[config.mk]
export PLATFORM = sky130hd
export DESIGN_NAME = mem_arbiter_flat
export DESIGN_NICKNAME = d
export VERILOG_FILES = /design/src/rtl/mem_arbiter_if.sv /design/src/rtl/mem_arbiter.sv /design/src/flat_wrapper.sv
export SDC_FILE = /design/constraint.sdc
export NUM_CORES = 1
export LEC_CHECK = 0
export ABC_AREA = 1
export CAP_MARGIN = 10
export CORE_MARGIN = 2
export CORE_UTILIZATION = 45
export CTS_CLUSTER_DIAMETER = 80
export DETAILED_ROUTE_END_ITERATION = 12
export HOLD_SLACK_MARGIN = 0.06
export PLACE_DENSITY = 0.85
export SYNTH_ARGS = -nofsm -noshare
export SYNTH_HDL_FRONTEND = slang
export SYNTH_SLANG_ARGS = --single-unit
[constraint.sdc]
create_clock -name ph1 -period 2.39 [get_ports ph1]
set_input_delay 0.239 -clock ph1 [delete_from_list [all_inputs] [get_ports ph1]]
set_output_delay 0.239 -clock ph1 [all_outputs]
set_load 0.03 [all_outputs]
[src/rtl/mem_arbiter_if.sv]
// ----------------------------------------------------------------------------
// mem_arbiter_if
//   Bundles the CPU requester port, the DMA requester port and the shared
//   memory port of mem_arbiter.
//
//   cpu_req/we/addr/wdata  requester -> arbiter, held until cpu_gnt
//   cpu_gnt                arbiter -> requester, combinational grant
//   cpu_rdata/cpu_valid    arbiter -> requester, read return (1-cycle pulse)
//   dma_*                  same as cpu_* for the DMA/debug loader
//   mem_addr/wdata         arbiter -> memory, registered
//   mem_read_en/mem_we     arbiter -> memory, registered strobes
//   mem_rdata              memory -> arbiter, valid while mem_read_en is high
//
//   Modports: slave  = arbiter view, master = harness/requester/memory view.
// ----------------------------------------------------------------------------
interface mem_arbiter_if #(
    parameter int ADDR_W = 16,
    parameter int DATA_W = 8
);
    logic              cpu_req;
    logic              cpu_we;
    logic [ADDR_W-1:0] cpu_addr;
    logic [DATA_W-1:0] cpu_wdata;
    logic              cpu_gnt;
    logic [DATA_W-1:0] cpu_rdata;
    logic              cpu_valid;

    logic              dma_req;
    logic              dma_we;
    logic [ADDR_W-1:0] dma_addr;
    logic [DATA_W-1:0] dma_wdata;
    logic              dma_gnt;
    logic [DATA_W-1:0] dma_rdata;
    logic              dma_valid;

    logic [ADDR_W-1:0] mem_addr;
    logic [DATA_W-1:0] mem_wdata;
    logic              mem_read_en;
    logic              mem_we;
    logic [DATA_W-1:0] mem_rdata;

    modport slave (
        input  cpu_req, cpu_we, cpu_addr, cpu_wdata,
        output cpu_gnt, cpu_rdata, cpu_valid,
        input  dma_req, dma_we, dma_addr, dma_wdata,
        output dma_gnt, dma_rdata, dma_valid,
        output mem_addr, mem_wdata, mem_read_en, mem_we,
        input  mem_rdata
    );

    modport master (
        output cpu_req, cpu_we, cpu_addr, cpu_wdata,
        input  cpu_gnt, cpu_rdata, cpu_valid,
        output dma_req, dma_we, dma_addr, dma_wdata,
        input  dma_gnt, dma_rdata, dma_valid,
        input  mem_addr, mem_wdata, mem_read_en, mem_we,
        output mem_rdata
    );
endinterface

[src/rtl/mem_arbiter.sv]
// ----------------------------------------------------------------------------
// mem_arbiter
//   Shares one memory port between the CPU core and a DMA/debug loader.
//   The CPU wins contention by default; after STARVE_LIMIT consecutive lost
//   contention cycles the DMA is promoted for up to MAX_BURST grants.
//   One access per cycle; read data returns to the owning requester two
//   cycles after its handshake cycle.
//
//   ph1    clock, all state updates on the rising edge
//   reset  asynchronous, active-high
//   bus    mem_arbiter_if.slave (CPU port, DMA port, memory port)
// ----------------------------------------------------------------------------
module mem_arbiter #(
    parameter int ADDR_W       = 16,
    parameter int DATA_W       = 8,
    parameter int STARVE_LIMIT = 3,   // 1..15
    parameter int MAX_BURST    = 2    // 1..15
) (
    input  logic         ph1,
    input  logic         reset,
    mem_arbiter_if.slave bus
);

    typedef enum logic {
        CPU_PRI = 1'b0,
        DMA_PRI = 1'b1
    } state_t;

    state_t      state, state_nxt;
    logic [3:0]  starve_cnt, starve_nxt;
    logic [3:0]  burst_cnt, burst_nxt;

    logic        cpu_gnt_c, dma_gnt_c;

    logic [ADDR_W-1:0] addr_q;
    logic [DATA_W-1:0] wdata_q;
    logic              read_en_q;   // doubles as the registered is_read flag
    logic              we_q;
    logic              owner_dma_q; // owner tag of the access on the bus
    logic [DATA_W-1:0] cpu_rdata_q, dma_rdata_q;
    logic              cpu_valid_q, dma_valid_q;

    // ------------------------------------------------------------------
    // Grant: a single requester always wins; on contention the state
    // decides. Both grants are forced low while reset is held.
    // ------------------------------------------------------------------
    always_comb begin
        // NOTE: every combinational output gets a default first, so no path
        // leaves it unassigned and no latch is inferred.
        cpu_gnt_c = 1'b0;
        dma_gnt_c = 1'b0;
        if (!reset) begin
            if (bus.cpu_req && bus.dma_req) begin
                if (state == DMA_PRI) dma_gnt_c = 1'b1;
                else                  cpu_gnt_c = 1'b1;
            end else if (bus.cpu_req) begin
                cpu_gnt_c = 1'b1;
            end else if (bus.dma_req) begin
                dma_gnt_c = 1'b1;
            end
        end
    end

    assign bus.cpu_gnt = cpu_gnt_c;
    assign bus.dma_gnt = dma_gnt_c;

    // ------------------------------------------------------------------
    // Priority FSM: next state and counters
    // ------------------------------------------------------------------
    always_comb begin
        state_nxt  = state;
        starve_nxt = starve_cnt;
        burst_nxt  = burst_cnt;
        case (state)
            CPU_PRI: begin
                if (bus.dma_req && cpu_gnt_c) begin
                    // Lost contention; promote on the edge the count would
                    // reach the limit.
                    if (starve_cnt + 4'd1 >= 4'(STARVE_LIMIT)) begin
                        state_nxt  = DMA_PRI;
                        starve_nxt = 4'd0;
                        burst_nxt  = 4'd0;
                    end else begin
                        starve_nxt = starve_cnt + 4'd1;
                    end
                end else begin
                    // DMA either got the port or is not asking.
                    starve_nxt = 4'd0;
                end
            end
            DMA_PRI: begin
                if (!bus.dma_req) begin
                    // Covers the CPU-only handshake case as well.
                    state_nxt = CPU_PRI;
                    burst_nxt = 4'd0;
                end else if (dma_gnt_c) begin
                    if (burst_cnt + 4'd1 >= 4'(MAX_BURST)) begin
                        state_nxt = CPU_PRI;
                        burst_nxt = 4'd0;
                    end else begin
                        burst_nxt = burst_cnt + 4'd1;
                    end
                end
            end
            default: begin
                state_nxt  = CPU_PRI;
                starve_nxt = 4'd0;
                burst_nxt  = 4'd0;
            end
        endcase
    end

    always_ff @(posedge ph1 or posedge reset) begin
        if (reset) begin
            state      <= CPU_PRI;
            starve_cnt <= 4'd0;
            burst_cnt  <= 4'd0;
        end else begin
            // NOTE: sequential state uses non-blocking assignments so every
            // register samples pre-edge values regardless of block order.
            state      <= state_nxt;
            starve_cnt <= starve_nxt;
            burst_cnt  <= burst_nxt;
        end
    end

    // ------------------------------------------------------------------
    // Memory request stage (edge T) and read return stage (edge T+1).
    // Clearing read_en_q on reset drops any pending read return.
    // ------------------------------------------------------------------
    always_ff @(posedge ph1 or posedge reset) begin
        if (reset) begin
            addr_q      <= '0;
            wdata_q     <= '0;
            read_en_q   <= 1'b0;
            we_q        <= 1'b0;
            owner_dma_q <= 1'b0;
            cpu_rdata_q <= '0;
            dma_rdata_q <= '0;
            cpu_valid_q <= 1'b0;
            dma_valid_q <= 1'b0;
        end else begin
            read_en_q   <= 1'b0;
            we_q        <= 1'b0;
            owner_dma_q <= dma_gnt_c;
            if (cpu_gnt_c) begin
                addr_q    <= bus.cpu_addr;
                wdata_q   <= bus.cpu_wdata;
                read_en_q <= !bus.cpu_we;
                we_q      <= bus.cpu_we;
            end else if (dma_gnt_c) begin
                addr_q    <= bus.dma_addr;
                wdata_q   <= bus.dma_wdata;
                read_en_q <= !bus.dma_we;
                we_q      <= bus.dma_we;
            end

            cpu_valid_q <= read_en_q && !owner_dma_q;
            dma_valid_q <= read_en_q &&  owner_dma_q;
            if (read_en_q && !owner_dma_q) cpu_rdata_q <= bus.mem_rdata;
            if (read_en_q &&  owner_dma_q) dma_rdata_q <= bus.mem_rdata;
        end
    end

    assign bus.mem_addr    = addr_q;
    assign bus.mem_wdata   = wdata_q;
    assign bus.mem_read_en = read_en_q;
    assign bus.mem_we      = we_q;
    assign bus.cpu_rdata   = cpu_rdata_q;
    assign bus.cpu_valid   = cpu_valid_q;
    assign bus.dma_rdata   = dma_rdata_q;
    assign bus.dma_valid   = dma_valid_q;

endmodule

[src/flat_wrapper.sv]
// flat-port wrapper written by rule: the top's interface ports become plain ports
module mem_arbiter_flat 
#(
    parameter int ADDR_W       = 16,
    parameter int DATA_W       = 8,
    parameter int STARVE_LIMIT = 3,           
    parameter int MAX_BURST    = 2            
)
  (ph1, reset, bus_cpu_req, bus_cpu_we, bus_cpu_addr, bus_cpu_wdata, bus_cpu_gnt, bus_cpu_rdata, bus_cpu_valid, bus_dma_req, bus_dma_we, bus_dma_addr, bus_dma_wdata, bus_dma_gnt, bus_dma_rdata, bus_dma_valid, bus_mem_addr, bus_mem_wdata, bus_mem_read_en, bus_mem_we, bus_mem_rdata);
  mem_arbiter_if #(.ADDR_W(ADDR_W), .DATA_W(DATA_W)) bus_i ();
  input  logic ph1;
  input  logic reset;
  input wire logic [$bits(bus_i.cpu_req)-1:0] bus_cpu_req;
  input wire logic [$bits(bus_i.cpu_we)-1:0] bus_cpu_we;
  input wire logic [$bits(bus_i.cpu_addr)-1:0] bus_cpu_addr;
  input wire logic [$bits(bus_i.cpu_wdata)-1:0] bus_cpu_wdata;
  output wire logic [$bits(bus_i.cpu_gnt)-1:0] bus_cpu_gnt;
  output wire logic [$bits(bus_i.cpu_rdata)-1:0] bus_cpu_rdata;
  output wire logic [$bits(bus_i.cpu_valid)-1:0] bus_cpu_valid;
  input wire logic [$bits(bus_i.dma_req)-1:0] bus_dma_req;
  input wire logic [$bits(bus_i.dma_we)-1:0] bus_dma_we;
  input wire logic [$bits(bus_i.dma_addr)-1:0] bus_dma_addr;
  input wire logic [$bits(bus_i.dma_wdata)-1:0] bus_dma_wdata;
  output wire logic [$bits(bus_i.dma_gnt)-1:0] bus_dma_gnt;
  output wire logic [$bits(bus_i.dma_rdata)-1:0] bus_dma_rdata;
  output wire logic [$bits(bus_i.dma_valid)-1:0] bus_dma_valid;
  output wire logic [$bits(bus_i.mem_addr)-1:0] bus_mem_addr;
  output wire logic [$bits(bus_i.mem_wdata)-1:0] bus_mem_wdata;
  output wire logic [$bits(bus_i.mem_read_en)-1:0] bus_mem_read_en;
  output wire logic [$bits(bus_i.mem_we)-1:0] bus_mem_we;
  input wire logic [$bits(bus_i.mem_rdata)-1:0] bus_mem_rdata;
  assign bus_i.cpu_req = bus_cpu_req;
  assign bus_i.cpu_we = bus_cpu_we;
  assign bus_i.cpu_addr = bus_cpu_addr;
  assign bus_i.cpu_wdata = bus_cpu_wdata;
  assign bus_cpu_gnt = bus_i.cpu_gnt;
  assign bus_cpu_rdata = bus_i.cpu_rdata;
  assign bus_cpu_valid = bus_i.cpu_valid;
  assign bus_i.dma_req = bus_dma_req;
  assign bus_i.dma_we = bus_dma_we;
  assign bus_i.dma_addr = bus_dma_addr;
  assign bus_i.dma_wdata = bus_dma_wdata;
  assign bus_dma_gnt = bus_i.dma_gnt;
  assign bus_dma_rdata = bus_i.dma_rdata;
  assign bus_dma_valid = bus_i.dma_valid;
  assign bus_mem_addr = bus_i.mem_addr;
  assign bus_mem_wdata = bus_i.mem_wdata;
  assign bus_mem_read_en = bus_i.mem_read_en;
  assign bus_mem_we = bus_i.mem_we;
  assign bus_i.mem_rdata = bus_mem_rdata;
  mem_arbiter #(.ADDR_W(ADDR_W), .DATA_W(DATA_W), .STARVE_LIMIT(STARVE_LIMIT), .MAX_BURST(MAX_BURST)) u_core (.ph1(ph1), .reset(reset), .bus(bus_i));
endmodule
==> results.md <==
* P_int at 0.00168 W
* Worst path required time at 2.15 ns
* Fmax at 572 MHz
* Most area-consuming cells after synthesis: dfrtp_1 55%, nand2_1 9.2%, o21ai_2 6.4%
* Antenna violations before repair at 0
* Storage element area at 0.00135 mm2
* Sequential Power Share at 44.3%
* R2R Setup Slk at 0.88 ns
* I/O pin count at 108
* Vias per cell at 4.83
* Critical Path Sink Type: primary output
* H-tree depth at 2
* Yosys cell types at 23
* Clock Sinks at 54
* Crit. Startpoint: u_core.state$_DFF_PP0_
* CP endpoint: bus_cpu_gnt
* CP Launch Type: register
* Worst setup margin at 0.641 ns
* Syn Nets at 340
* Final hold slack at 0.393 ns
* Cell Area, Synth at 0.00246 mm2
* Syn_area_per_cell at 8.97 um2
* RSZ-0062 raised after global routing: no
* CTS max path bufs at 2
* Port Buffer Count at 107
* Final Non-Filler Cells at 453
* Reg2Reg Capture Point: u_core.state$_DFF_PP0_
* Post-placement cell count at 445
* Clock Power Share at 20.0%
* Die width at 77.9 um
* Synthesis-to-finish area growth at 48.8%
* Cts hold-fix bufs at 0
* Gr usage total at 21.6%
* Fin crit share at 73.2%
* TNS Setup at 0 ns
* CTS Buf Count at 5
* Final Setup Violations at 0
* Final-report hold violation count at 0
* Max IR drop VDD at 0.458 mV
* Remaining global-route overflow at 0
* Remaining antenna violation count after routing at 0
* Net Sw Power at 0.000921 W
* Total wire length at 6020 um
* Sequential cell area fraction in the yosys report at 55.0%
* RePlAce Congestion at 0.781
* Setup Fix Bufs, Post-CTS at 0
* Root buffer cell: clkbuf_8
* Post-route cell area at 0.00366 mm2
* Rows at 26
* Most frequent cell after synthesis: nand2_1
* Detailed-route via count at 2190
* DR pass1 iterations at 4
* Worst-margin pin slew at 0.499 ns
* Yosys Warn Count at 0
* Reg2Reg Depth at 7
* Max cap viols at 0
* Starting Density at 47.5%
* Hpwl dp at 4560 um
* Main synth FF type: dfrtp_1
* Critical register-to-register path startpoint: u_core.burst_cnt[0]$_DFFE_PP0P_
* Vias in the first global route at 2182
* CTS resizes at 0
* Die height at 77.9 um
* Seq cells post-synth at 54
* Post-synth top area cell: dfrtp_1
* Leading cell types by count after synthesis: 60 x nand2_1, 54 x dfrtp_1, 35 x nor2_1, 27 x o21ai_0, 24 x inv_1
* Max Slew Vio Count at 0
* Largest net degree at the start of global routing at 41
* HP Class: input pin to asynchronous set/reset pin
* Status: completed
* # fillers at 399
* WP data arrival at 1.51 ns
* Skew final at 0.00472 ns
* Multi-input gate area at 921 um2
* EDFF count, synth at 0
* Power Density at 712 mW/mm2
* Post-synth top area share at 55.0%
* Crit Path Class: register to primary output
* Combinational power share at 35.7%
* Pre-CTS setup slack at 0.632 ns
* Switching share of power at 35.4%
* Die area at 0.00607 mm2
* CTS clk-pin slew, worst paths at 0.10 ns
* TritonCTS clock tree: done
* First-pass GRT wire length at 10400 um
* Core Area at 0.00517 mm2
* Post-synth ARST share at 100%
* Fraction of layout cells with a size suffix above 1 at 10.7%
* Clk_lat worst skew at 0.30 ns
* Nets at 448
* Initial DRC count at 104
* Worst Path Max Fanout at 25
* Cell count after synthesis at 274
* Average wire per standard cell at 13.3 um
* Tmin final at 1.75 ns
* Inserted Diodes at 0
* Slew HR at 66.7%
* Lkg Pwr at 1.68 nW
* DRC at 0
* Placed cell area at 0.00356 mm2
power groups by stage:
| stage | registers [W] | logic (W) | clock network (W) |
|---|---|---|---|
| floorplan | 0.00142 | 0.000246 | 0 |
| detailed placement | 0.00117 | 0.000939 | 0 |
| global route | 0.00118 | 0.00101 | 0.000581 |
| finish | 0.00115 | 0.000929 | 0.000522 |
| CTS | 0.00115 | 0.000940 | 0.000537 |
| global placement | 0.00116 | 0.000920 | 0 |
cells by family after synthesis:
family / synth area share (%)
simple gates: 18.2
compound gates: 16.5
flops: 55.0
buf+inv: 7.54
fa+ha+maj: 2.04
xor+xnor: 0.356
mux: 0.407
routing by layer:
metal | up-vias | GRT usage (%) | part of all wire, %
li1 | 1086 | - | -
met1 | 1015 | 25.9 | 41
met2 | 81 | 38.6 | 52
met3 | 8 | 5.00 | 5.6
met4 | 0 | 5.96 | 1.3
met5 | - | 0 | 0
layout make-up:
| class | instances | share of cell area, % |
|---|---|---|
| Clock inverter | 3 | 0.684 |
| Multi-Input combinational cell | 182 | 25.2 |
| Sequential cell | 54 | 36.9 |
| Clock buffer | 5 | 1.88 |
| Tap cell | 70 | 2.39 |
| Inverter | 28 | 2.94 |
| Timing Repair Buffer | 111 | 30.0 |
state kept, by name, indices dropped and copies added, names as in the netlist:
name and count:
u_core.bus.mem_wdata 8, u_core.owner_dma_q 1, u_core.starve_cnt 4, u_core.state 1
u_core.bus.cpu_rdata 8, u_core.bus.mem_addr 16, u_core.bus.mem_we 1, u_core.bus.dma_valid 1
u_core.bus.cpu_valid 1, u_core.burst_cnt 4, u_core.bus.mem_read_en 1, u_core.bus.dma_rdata 8
layout by cell type (no fill, tap or decap):
master           netlist  final
xor2_1                 1      1
o21ai_1               19     19
mux2i_1                1      1
inv_1                 24     24
ha_1                   4      4
buf_4                  4      6
o21ai_2               18     18
dfrtp_1               54     54
o21ai_0               27     27
nand3_1                7      7
clkinv_4               0      1
and2_1                 1      1
nand4_1                1      1
nor2_1                35     35
inv_2                  3      3
inv_4                  1      1
a21oi_1                2      2
clkbuf_8               0      5
nand2_2                4      4
clkdlybuf4s50_1        0    105
a21boi_0               1      1
nand3_4                1      1
clkinvlp_4             0      1
inv_6                  0      1
nand2_1               60     60
worst max-delay path, stage by stage, from the launching register on:
cell	delay [ns]
dfrtp_1	0.47
nand2_2	0.13
nand3_4	0.09
inv_4	0.28
buf_4	0.23
stage by stage:
step           util, %  power [W]
6_report          70.7    0.00260
5_1_grt           70.7    0.00277
4_1_cts           70.7    0.00263
3_5_place_dp      68.9    0.00211
3_3_place_gp      68.9    0.00208
2_1_floorplan        -    0.00167
worst min-delay path by stage:
| stage | from | endpoint | slack (ns) | depth (start not counted) |
|---|---|---|---|---|
| finish | reset | u_core.bus.mem_wdata[5]$_DFFE_PP0P_ | 0.39 | 3 |
| global placement | u_core.owner_dma_q$_DFF_PP0_ | u_core.bus.cpu_valid$_DFF_PP0_ | 0.46 | 1 |
| detailed placement | u_core.owner_dma_q$_DFF_PP0_ | u_core.bus.cpu_valid$_DFF_PP0_ | 0.47 | 1 |
| CTS | reset | u_core.bus.mem_addr[3]$_DFFE_PP0P_ | 0.39 | 3 |
| floorplan | reset | u_core.burst_cnt[0]$_DFFE_PP0P_ | 0.35 | 1 |
| global route | reset | u_core.bus.mem_wdata[5]$_DFFE_PP0P_ | 0.41 | 3 |
(Power assumes the default switching activity.)
